## config.mk

```make
export PLATFORM = sky130hd
export DESIGN_NAME = bram_read_arbiter
export DESIGN_NICKNAME = d
export VERILOG_FILES = /design/src/rtl/bram_pkg.sv /design/src/rtl/rr_arb2.sv /design/src/rtl/bram_read_arbiter.sv
export SDC_FILE = /design/constraint.sdc
export NUM_CORES = 1
export LEC_CHECK = 0
export BUFFER_PORTS_ARGS = -buffer_cell sky130_fd_sc_hd__buf_4
export CELL_PAD_IN_SITES_DETAIL_PLACEMENT = 2
export CELL_PAD_IN_SITES_GLOBAL_PLACEMENT = 2
export CORE_UTILIZATION = 23
export CTS_CLUSTER_SIZE = 40
export DETAILED_ROUTE_END_ITERATION = 8
export PLACE_DENSITY = 0.83
export SLEW_MARGIN = 20
export SYNTH_ARGS = -nofsm -noshare
export SYNTH_HDL_FRONTEND = slang
export SYNTH_SLANG_ARGS = --single-unit
```

## constraint.sdc

```tcl
create_clock -name clk -period 2.8 [get_ports clk]
set_input_delay 0 -clock clk [delete_from_list [all_inputs] [get_ports clk]]
set_output_delay 0 -clock clk [all_outputs]
set_load 0.01 [all_outputs]
```

## src/rtl/bram_pkg.sv

```systemverilog
// Shared types and defaults for the firmware bram read arbiter.
// Holds the memory size / out-of-range word defaults and the response tag.
package bram_pkg;

    localparam int unsigned MEM_BYTES_DEF = 4096;
    localparam logic [31:0] OOR_DATA_DEF  = 32'h0000_0000;

    typedef logic port_id_t;

    typedef struct packed {
        logic     valid;
        port_id_t owner;
        logic     oor;
    } rd_tag_t;

endpackage

```

## src/rtl/rr_arb2.sv

```systemverilog
// Two-way grant logic: round-robin (RR_EN=1) or fixed priority to port 0.
// Ports: clk, rst, req0_i/req1_i in; gnt0_o/gnt1_o one-hot grant, owner_o = winner.
module rr_arb2
    import bram_pkg::*;
#(
    parameter bit RR_EN = 1'b1
) (
    input  logic     clk,
    input  logic     rst,
    input  logic     req0_i,
    input  logic     req1_i,
    output logic     gnt0_o,
    output logic     gnt1_o,
    output port_id_t owner_o
);

    port_id_t rr_last_q;
    port_id_t rr_last_d;

    always_comb begin
        gnt0_o = 1'b0;
        gnt1_o = 1'b0;
        unique case ({req1_i, req0_i})
            2'b01: gnt0_o = 1'b1;
            2'b10: gnt1_o = 1'b1;
            2'b11: begin
                // Under contention the port that did not win last time goes.
                if (RR_EN && (rr_last_q == 1'b0)) begin
                    gnt1_o = 1'b1;
                end else begin
                    gnt0_o = 1'b1;
                end
            end
            default: ;
        endcase
    end

    assign owner_o = gnt1_o;

    always_comb begin
        rr_last_d = rr_last_q;
        if (gnt1_o) begin
            rr_last_d = 1'b1;
        end else if (gnt0_o) begin
            rr_last_d = 1'b0;
        end
    end

    // Reset to 1 so port 0 takes the first contended grant.
    always_ff @(posedge clk or posedge rst) begin
        if (rst) begin
            rr_last_q <= 1'b1;
        end else begin
            rr_last_q <= rr_last_d;
        end
    end

endmodule

```

## src/rtl/bram_read_arbiter.sv

```systemverilog
// Shares the bram read port between instruction fetch (m0) and data load (m1).
// Ports: m*_req/addr in, m*_gnt/rvalid/rdata/err out; bram_addr out, bram_rdata in.
module bram_read_arbiter
    import bram_pkg::*;
#(
    parameter int unsigned        ADDR_W    = 32,
    parameter int unsigned        DATA_W    = 32,
    parameter int unsigned        MEM_BYTES = MEM_BYTES_DEF,
    parameter logic [DATA_W-1:0]  OOR_DATA  = DATA_W'(OOR_DATA_DEF),
    parameter bit                 RR_EN     = 1'b1
) (
    input  logic              clk,
    input  logic              rst,
    input  logic              m0_req,
    input  logic [ADDR_W-1:0] m0_addr,
    output logic              m0_gnt,
    output logic              m0_rvalid,
    output logic [DATA_W-1:0] m0_rdata,
    output logic              m0_err,
    input  logic              m1_req,
    input  logic [ADDR_W-1:0] m1_addr,
    output logic              m1_gnt,
    output logic              m1_rvalid,
    output logic [DATA_W-1:0] m1_rdata,
    output logic              m1_err,
    output logic [ADDR_W-1:0] bram_addr,
    input  logic [DATA_W-1:0] bram_rdata
);

    port_id_t          owner;
    logic              gnt_any;
    logic [ADDR_W-1:0] gnt_addr;
    logic              gnt_oor;
    logic              addr_upd;
    logic [DATA_W-1:0] rsp_data;

    logic [ADDR_W-1:0] bram_addr_q;
    rd_tag_t           tag_q;
    rd_tag_t           tag_d;
    logic [DATA_W-1:0] rdata0_q;
    logic [DATA_W-1:0] rdata1_q;

    rr_arb2 #(
        .RR_EN(RR_EN)
    ) u_arb (
        .clk    (clk),
        .rst    (rst),
        .req0_i (m0_req),
        .req1_i (m1_req),
        .gnt0_o (m0_gnt),
        .gnt1_o (m1_gnt),
        .owner_o(owner)
    );

    assign gnt_any  = m0_gnt | m1_gnt;
    assign gnt_addr = owner ? m1_addr : m0_addr;
    assign gnt_oor  = gnt_addr >= ADDR_W'(MEM_BYTES);
    assign addr_upd = gnt_any & ~gnt_oor;

    // The bram samples this at the grant edge, so it must be combinational;
    // between grants (and on out-of-range ones) the last address is held.
    assign bram_addr = addr_upd ? gnt_addr : bram_addr_q;

    always_comb begin
        tag_d       = '0;
        tag_d.valid = gnt_any;
        tag_d.owner = owner;
        tag_d.oor   = gnt_any & gnt_oor;
    end

    always_ff @(posedge clk or posedge rst) begin
        if (rst) begin
            bram_addr_q <= '0;
            tag_q       <= '0;
        end else begin
            bram_addr_q <= bram_addr;
            tag_q       <= tag_d;
        end
    end

    assign rsp_data  = tag_q.oor ? OOR_DATA : bram_rdata;
    assign m0_rvalid = tag_q.valid & (tag_q.owner == 1'b0);
    assign m1_rvalid = tag_q.valid & (tag_q.owner == 1'b1);
    assign m0_err    = m0_rvalid & tag_q.oor;
    assign m1_err    = m1_rvalid & tag_q.oor;

    // A port that does not own the response keeps showing its last word.
    assign m0_rdata = m0_rvalid ? rsp_data : rdata0_q;
    assign m1_rdata = m1_rvalid ? rsp_data : rdata1_q;

    always_ff @(posedge clk or posedge rst) begin
        if (rst) begin
            rdata0_q <= '0;
            rdata1_q <= '0;
        end else begin
            rdata0_q <= m0_rdata;
            rdata1_q <= m1_rdata;
        end
    end

endmodule
```

==> results.tsv, run 1 <==
metric	value	unit
outcome	completed	
rr_worst_depth	5	
finClkSkew	18.2	ps
finalCritPeriodShare	91.9	%
num_antenna_cells	0	
drtAntennaViolNets	0	
powerDensity	544	mW/mm^2
initialDrtViolationCount	73	
nets	681	
setup_slack	227	ps
hp-class	in -> reg	
grt_use_total	16.7	%
cp_max_fo	32	
power.leakage	3.17	nW
cts-root-buf	clkbuf_16	
clkTransAtPathRegs	80	ps
required	2800	ps
chipHeight	132	um
grt_pass1_vias	4185	
fin_crit	2570	ps
start_util	23.4	%
hpwl	10000	um
synth.distinct_cells	22	
setup_viol	0	
io_buffers	201	
ir_drop	0.267	mV
rsz0062_at_grt	false	
htree_num_levels	3	
wire_per_inst	17.5	um
tns	0	ps
die_x	132	um
holdPathEnd	rdata0_q[28]	
holdWs	5.19	ps
grt_overflow	0	
layout_commonest_cell	buf_4	
regToRegStartpoint	u_arb.rr_last_q	
drc	0	
ios	202	
gp_congestion	0.773	
max_cap_violations	0	
drive_above_1_share	43.2	%
r2r-end	bram_addr_q[11]	
viasPerCell	4.40	
cts_tree	built	
layoutNonFillerInstCount	805	
r2r_slack	590	ps
clock.fmax	389	MHz
syn_area_per_cell	10.8	um^2
grt_max_degree	72	
rows	47	
grt_pass1_wl	22700	um
startpoint_type	register	
vias	3545	
place_ws	589	ps
ctsResizeCount	0	
wirelength	14100	um
yosysWarnings	0	
synth_area	0.00387	mm^2
tightest_slew	917	ps
hold-path-cell-count	3	
clockBufferDepth	2	
crit_path_end_kind	primary output	
mostFrequentLayoutCells	207 x buf_4, 99 x dfrtp_1, 96 x nand2_1, 64 x o21ai_0, 25 x dlygate4sd3_1	
cts.sinks	100	
antenna_found_initial	0	
dieArea	0.0174	mm^2
area_delta_synth_final	59.8	%
insertion_delay	350	ps
power	3.37	mW
hold_violations	0	
dpl.cell_count	765	
holdCritStartpoint	bram_rdata[28]	
maxSlewViolCount	0	
synth-seq-area-share	64.6	%
synth-seq-cells	100	
drt_pass1_iterations	4	
critPathKind	reg -> out	
syn_inst	358	
fillCellCount	1789	
worstPathArrival	2570	ps
syn_nets	458	
max_slew_margin	38.8	%
core_area	0.0165	mm^2
cts_buffers	9	
critical path, cell delays in order (launching register included):
cell	delay, ps
dfstp_2	570
a21boi_4	110
nand4b_1	290
a221oi_4	320
buf_4	390
mux2_2	400
buf_4	150
synthesized netlist by cell type, drive strengths merged:
library cell | instances | area (um^2)
mux2i | 1 | 10.0
o21ai | 64 | 320
dfstp | 1 | 26.3
inv | 5 | 18.8
nor2 | 8 | 30.0
clkbuf | 16 | 60.1
nand2 | 97 | 364
buf | 5 | 28.8
a21boi | 1 | 18.8
mux2 | 24 | 270
a221oi | 1 | 15.0
nor2b | 21 | 131
clkinv | 1 | 3.75
dfrtp | 99 | 2480
nand4b | 2 | 17.5
a22oi | 1 | 7.51
nand4 | 2 | 18.8
nand2b | 1 | 6.26
nor4 | 8 | 50.1
report_power, final:
group	internal [mW]	switching, mW
combinational	0.270	0.285
clock	0.694	0.567
sequential	1.52	0.0268
routing by layer:
layer,vias up,global-route usage [%],routed length (um),share of wire (%)
met5,-,0,0,0
met4,0,4.20,167,1.2
met3,17,5.46,899,6.4
met2,122,30.9,7590,54
met1,1780,18.3,5440,39
li1,1626,-,-,-
worst max path at each step:
| stage | endpoint | slack (ps) | depth (start not counted) | start |
|---|---|---|---|---|
| 4_1_cts | bram_addr[5] | 200 | 6 | u_arb.rr_last_q |
| 2_1_floorplan | bram_addr_q[0] | 180 | 1 | rst |
| 6_report | bram_addr[9] | 230 | 6 | u_arb.rr_last_q |
| 3_5_place_dp | bram_addr[9] | 590 | 6 | u_arb.rr_last_q |
| 3_3_place_gp | bram_addr[8] | 680 | 6 | u_arb.rr_last_q |
| 5_1_grt | bram_addr[9] | 100 | 6 | u_arb.rr_last_q |
cells by family (layout without fill, tap and decap cells):
kind of cell / count (synthesis) / count (layout) / synth area share (%)
AO/OA/AOI/OAI: 67 / 67 / 9.33
flip-flops: 100 / 100 / 64.6
multiplexers: 25 / 25 / 7.23
buffers and inverters: 27 / 254 / 2.87
AND/OR/NAND/NOR: 139 / 139 / 16.0
through the flow:
| step | utilization [%] | instance area [um^2] |
|---|---|---|
| floorplan | - | 3870 |
| global placement | 34.2 | 5650 |
| finish | 37.5 | 6190 |
| detailed placement | 34.2 | 5650 |
| CTS | 37.5 | 6190 |
| global route | 37.5 | 6190 |
cell type report:
class,count,area (um^2),share of cell area (%)
Multi-Input combinational cell,231,1280,20.6
Inverter,6,25.0,0.404
Clock inverter,5,60.1,0.970
Tap cell,220,275,4.44
Sequential cell,100,2500,40.4
Timing Repair Buffer,233,1820,29.5
Clock buffer,10,229,3.70
registers in the layout, indices dropped and copies added, names as in the netlist:
| signal | count |
|---|---|
| rdata1_q | 32 |
| bram_addr_q | 32 |
| rdata0_q | 32 |
| tag_q | 3 |
| u_arb.rr_last_q | 1 |
timing repair:
item,4_1_cts,5_1_grt
hold buffers,25,0
buffers inserted,0,0
hold endpoints to repair,95,0
Note: power is estimated with default switching activity, not from simulation.
==> run 2, diff against run 1 <==
- CORE_UTILIZATION: 23 -> 24
- CTS_BUF_LIST: default -> sky130_fd_sc_hd__clkbuf_8
- PLACE_DENSITY: 0.83 -> 0.86
- SETUP_SLACK_MARGIN: default -> 0.3
==> run 2 against run 1 <==
Register-to-register slack better by 280 ps. Non-clock buffer count rose by 26. Total power fell by 12%. Flip-flop and latch count stayed put. Global-route usage rose by 1.9 points. Clock-buffer cell count is 1 lower. Maximum frequency rose by 9.7%. Hold slack better by 19 ps. Critical path depth stayed put. Combinational power up 6.8%. First-iteration DRC count increased by 84%. Setup slack improved by 230 ps. Critical path type unchanged. Highest routed layer unchanged.
==> results.tsv, run 2 (synthesis results as in run 1) <==
metric	value	unit	change
grt_max_degree	48		-33%
fin_crit	2350	ps	-228 ps
hpwl	9920	um	-1.2%
grt_overflow	0		unchanged
grt_pass1_wl	23500	um	+3.4%
hold_violations	0		unchanged
worstPathCellList	a21boi_4 -> nand4b_1 -> a221oi_4 -> buf_12 -> mux2_2 -> buf_4		
powerDensity	467	mW/mm^2	-14%
ir_drop	0.248	mV	-7.0%
dieArea	0.0167	mm^2	-4.1%
wire_per_inst	18.1	um	+3.7%
clkTransAtPathRegs	90	ps	about the same
grt_use_total	18.6	%	+1.9 points
die_x	129	um	-2.1%
crit_path_end_kind	primary output		
combPwrFrac	20.0	%	+3.5 points
start_util	24.5	%	+1.0 points
gp_congestion	0.728		-5.8%
outcome	completed		
finalCritPeriodShare	83.8	%	-8.1 points
htree_num_levels	3		unchanged
io_buffers	201		unchanged
vias	3618		+2.1%
initialDrtViolationCount	134		+84%
clockBufferDepth	2		unchanged
area_delta_synth_final	63.9	%	
wirelength	15000	um	+6.6%
required	2800	ps	about the same
power.leakage	3.24	nW	+2.2%
path_delay_family	flip-flops		
ios	202		unchanged
mostFrequentLayoutCells	205 x buf_4, 99 x dfrtp_1, 96 x nand2_1, 64 x o21ai_0, 50 x dlygate4sd3_1		
cp_max_fo	13		-59%
crit_path_max_incr_delay	570	ps	about the same
p_sw	0.835	mW	-5.1%
pwr-share-seq	52.2	%	+6.2 points
dpl.cell_count	760		-0.65%
num_antenna_cells	0		unchanged
hp-class	in -> reg		
cts_buffers	9		unchanged
clock.fmax	426	MHz	+9.7%
core_area	0.0158	mm^2	-4.2%
layoutNonFillerInstCount	828		+2.9%
drt_pass1_iterations	4		unchanged
tns	0	ps	unchanged
chipHeight	129	um	-2.1%
crit_buf_inv	2		unchanged
drtAntennaViolNets	0		unchanged
layout_commonest_cell	buf_4		
cts.sinks	100		unchanged
startpoint_type	register		
antenna_found_initial	0		unchanged
setup_viol	0		unchanged
critPathKind	reg -> out		
rows	46		-2.1%
top_regs	bram_addr_q x32, rdata0_q x32, rdata1_q x32		
cts-root-buf	clkbuf_8		
drc	0		unchanged
max_cap_violations	0		unchanged
tightest_slew	723	ps	-194 ps
rsz0062_at_grt	false		
nets	707		+3.8%
cts_tree	built		
p_clk_share	27.8	%	-9.6 points
maxSlewViolCount	0		unchanged
insertion_delay	370	ps	+20 ps
grt_pass1_vias	4309		+3.0%
finClkSkew	10.1	ps	-8.14 ps
max_slew_margin	51.7	%	+13 points
viasPerCell	4.37		-0.78%
p_sw_share	28.1	%	+2.0 points
worst_path_max_delay_cell	dfstp_2		
p_int	2.13	mW	-14%
worstPathArrival	2350	ps	-220 ps
drive_above_1_share	41.5	%	-1.7 points
[run 2: cell count changes in the layout (fill, tap and decap cells not counted), sizes merged]
cell	before	now
clkbuf	10	9
bufinv	1	0
dlygate4sd3	25	50
buf	208	209
clkinvlp	1	2
clkinv	2	4
[run 2: area by class of cell]
type	instances	area, um^2
sequential	100	2500
fill	1685	9480
clock inverter	7	37.5
timing repair buffer	259	2110
clock buffer	9	124
multi-input combinational	231	1280
inverter	6	27.5
tap	216	270
[run 2: worst paths after layout]
path                                 start         endpoint  slack [ps]  depth (start not counted)
max in group asynchronous              rst  u_arb.rr_last_q        1640                          4
min in group asynchronous              rst     rdata0_q[21]         340                          3
hold reg to reg               rdata1_q[28]     rdata1_q[28]         500                          2
setup / recovery           u_arb.rr_last_q     bram_addr[5]         450                          6
setup reg to reg           u_arb.rr_last_q   bram_addr_q[5]         870                          5
hold / removal                  m0_addr[0]   bram_addr_q[0]          20                          3
[run 2: worst reg2reg max path, delay by kind of cell (launching register included)]
kind	cells	cell delay, ps
DFF	1	570
and+or+nand+nor	1	280
muxes	1	370
buffers and inverters	1	190
AOI/OAI and AO/OA	2	410
[run 2: power by group through the flow]
| stage | Sequential, mW | Combinational [mW] | Clock [mW] |
|---|---|---|---|
| finish | 1.55 | 0.594 | 0.823 |
| global route | 1.56 | 0.649 | 0.912 |
| detailed placement | 1.58 | 0.537 | 0 |
| global placement | 1.57 | 0.509 | 0 |
| floorplan | 1.57 | 0.215 | 0 |
| CTS | 1.55 | 0.597 | 0.872 |
[run 2: what timing repair did]
action                                 in CTS  in global routing
endpoints found under the hold margin     103                  0
gates resized for setup                     0                  1
hold buffers                               50                  0
setup buffers                               1                  1
pin swaps                                   1                  1
setup endpoints to repair                  32                 32
[run 2: metrics by stage]
step           cell area, um^2  setup slack (ps)  total power, mW  util [%]  hold slack [ps]
2_1_floorplan             3880               862             1.78         -             58.3
3_3_place_gp              5660               648             2.08      35.7              142
3_5_place_dp              5660               509             2.12      35.7              166
4_1_cts                   6340               365             3.02      40.0           0.0928
5_1_grt                   6350               336             3.12      40.1             13.2
6_report                  6350               455             2.97      40.1             24.0
[run 2: metal layers]
layer	part of all wire [%]	GRT usage, %
met1	40	20.6
met2	52	34.3
met3	6.2	5.37
met4	1.9	5.95
met5	0	0
==> run 3, diff against run 2 <==
- ABC_AREA: default -> 1
- CORE_UTILIZATION: 24 -> 26
- PLACE_DENSITY: 0.86 -> 0.91
- clock period: 2.8 -> 2.35 ns (I/O delays scaled with it)
==> run 3 against run 2 <==
The flow now finishes with violations (setup timing). Synthesized cell count increased by 62%. Largest cell class unchanged. Via count increased by 34%. Setup slack got worse by 580 ps. Clock power increased by 34%. Largest power group unchanged.
==> results.tsv, run 3 <==
metric	value	unit	change
insertion_delay	400	ps	+30 ps
fin_crit	2470	ps	
hp-class	in -> reg		
setup_viol	32		+32
wirelength	20100	um	+34%
maxSlewViolCount	0		unchanged
finalCritPeriodShare	105	%	
hold_violations	0		unchanged
violations	setup timing		
hpwl	11900	um	+20%
powerDensity	543	mW/mm^2	+16%
synth.area.top_cells	dfrtp_1 55%, nand2_1 25%, inv_1 4.4%		
yosysWarnings	0		unchanged
clock.fmax	405	MHz	
met2_usage	40.0	%	+5.6 points
crit_path_end_kind	primary output		
rsz0062_at_grt	true		
startpoint_type	register		
drive_above_1_share	37.3	%	-4.2 points
grt_overflow	0		unchanged
synth_common_cells	301 x nand2_1, 99 x dfrtp_1, 52 x inv_1, 43 x nor2_1, 20 x and2_1		
drc	0		unchanged
synth_edf_count	0		unchanged
antenna_found_initial	1		+1
syn_inst	580		+62%
top_regs	bram_addr_q x32, rdata0_q x32, rdata1_q x32		
syn_area_per_cell	7.73	um^2	-29%
max_cap_violations	0		unchanged
use_met3	4.49	%	-0.88 points
clkTransAtPathRegs	100	ps	about the same
use_met1	24.8	%	+4.2 points
synth-seq-cells	100		unchanged
dieArea	0.0178	mm^2	+6.6%
hold-path-cell-count	5		+2
synth.distinct_cells	22		unchanged
core_area	0.0167	mm^2	+5.5%
critPathKind	reg -> out		
max_slew_margin	61.2	%	+9.5 points
layout_commonest_cell	nand2_1		
rr_worst_depth	13		+8
outcome	finished with violations		
drtAntennaViolNets	0		unchanged
power.leakage	4.27	nW	+32%
viasPerCell	4.56		+4.3%
mostFrequentLayoutCells	265 x nand2_1, 184 x buf_4, 99 x dfrtp_1, 50 x inv_1, 42 x dlygate4sd3_1		
worst_path_max_delay_cell	dfstp_2		
die_x	133	um	+3.3%
fin_util	45.1	%	+4.9 points
grt_max_degree	101		+110%
grt_use_total	21.8	%	+3.2 points
nets	936		+32%
cts.sinks	100		unchanged
chipHeight	133	um	+3.3%
cts_tree	built		
top_usage_layer	met2		
clockBufferDepth	2		unchanged
rows	47		+2.2%
wire_per_inst	19.0	um	+4.5%
setup_slack	-122	ps	-577 ps
worstPathCellList	nand2_4 -> nand2_8 -> buf_8 -> nand2_4 -> nand2_2 -> nand2_1 -> nor2_1 -> nand2_1 -> nor2_4 -> buf_4 -> buf_8 -> nand4_1 -> nand2_2 -> buf_4		
ir_drop	0.229	mV	-7.7%
vias	4841		+34%
cts-root-buf	clkbuf_8		
cp_max_fo	12		-1
required	2350	ps	-450 ps
io_buffers	201		unchanged
worstPathArrival	2470	ps	+120 ps
synth-seq-area-share	55.9	%	-8.7 points
crit_path_max_incr_delay	570	ps	about the same
synth_area	0.00448	mm^2	+16%
initialDrtViolationCount	140		+4.5%
r2r_slack	190	ps	-680 ps
synth_ff_type	dfrtp_1		
grt_pass1_vias	5460		+27%
area_delta_synth_final	67.9	%	
htree_num_levels	3		unchanged
holdWs	16.0	ps	-7.99 ps
async_flop_share	100	%	unchanged
synth.top_cell.area_share	55.3	%	-8.6 points
tightest_slew	582	ps	-141 ps
syn_nets	680		+48%
grt_pass1_wl	29700	um	+27%
drt_pass1_iterations	4		unchanged
start_util	26.8	%	+2.3 points
synth.most_common_cell	nand2_1		
gp_congestion	0.772		+6.1%
finClkSkew	26.6	ps	+16.6 ps
ios	202		unchanged
cts_buffers	9		unchanged
yosys.area.top_type	dfrtp_1		
==> run 3: cell types whose count changed after synthesis, moves of 11 or more <==
| cell | before | now |
|---|---|---|
| mux2_2 | 24 | 0 |
| nand2_1 | 97 | 301 |
| and2_1 | 0 | 20 |
| inv_1 | 5 | 52 |
| nor2b_1 | 21 | 0 |
| nand4_1 | 1 | 12 |
| nor2_1 | 8 | 43 |
| o21ai_0 | 64 | 3 |
==> run 3: worst paths after layout <==
kind,start,to
min in group asynchronous,rst,bram_addr_q[18]
worst max-delay path,u_arb.rr_last_q,bram_addr[7]
max in group asynchronous,rst,u_arb.rr_last_q
worst max register to register,u_arb.rr_last_q,bram_addr_q[19]
worst min register to register,rdata0_q[5],rdata0_q[5]
worst min-delay path,bram_rdata[3],rdata1_q[3]
==> run 3: logic make-up after synthesis <==
group | Yosys count | share of synthesized area (%)
and+or+nand+nor | 394 | 36.1
DFF | 100 | 55.9
buffers and inverters | 81 | 7.37
AOI/OAI and AO/OA | 5 | 0.670
==> run 3: final cells by class <==
class	instances	area (um^2)
Tap cell	220	275
Clock buffer	9	124
Timing Repair Buffer	273	2420
Multi-Input combinational cell	399	1930
Inverter	53	208
Antenna cell	1	2.50
Fill cell	1879	9180
Clock inverter	7	61.3
Sequential cell	100	2500
==> run 3: power by group <==
part / internal (mW) / leakage [nW] / total, mW / switching [mW]
Clock: 0.403 / 0.0967 / 1.10 / 0.696
Sequential: 1.86 / 1.35 / 1.91 / 0.0470
Combinational: 0.477 / 2.83 / 1.08 / 0.605
==> run 3: worst max-delay path: cells and delay by family, from the launching register on <==
| family | cells | cell delay (ps) |
|---|---|---|
| AND/OR/NAND/NOR | 10 | 980 |
| flip-flops | 1 | 570 |
| buffers and inverters | 4 | 540 |
==> run 3: timing repair <==
action	in CTS	in global routing
resized for setup	31	102
cloned	1	3
endpoints found under the hold margin	167	0
hold buffers	42	0
endpoints found under the setup margin	64	63
buffers inserted	5	8
pin swaps	4	18
==> run 3: through the flow <==
| stage | std cells | power (mW) | setup WS [ps] | setup TNS, ps | instance area (um^2) |
|---|---|---|---|---|---|
| 6_report | 1062 | 4.09 | -122 | -2890 | 7520 |
| 5_1_grt | 1062 | 4.31 | -282 | -7890 | 7520 |
| 3_5_place_dp | 986 | 2.90 | 156 | 0 | 6270 |
| 4_1_cts | 1050 | 4.09 | -45.9 | -879 | 7050 |
| 3_3_place_gp | 986 | 2.86 | 264 | 0 | 6270 |
| 2_1_floorplan | 580 | 2.36 | 533 | 0 | 4480 |
==> run 3: metal layers <==
layer / share of wire [%] / up-vias / wire length (um)
met3: 5.0 / 28 / 1010
li1: - / 2241 / -
met4: 2.5 / 0 / 510
met2: 52 / 169 / 10600
met1: 40 / 2403 / 8070
met5: 0 / - / 0
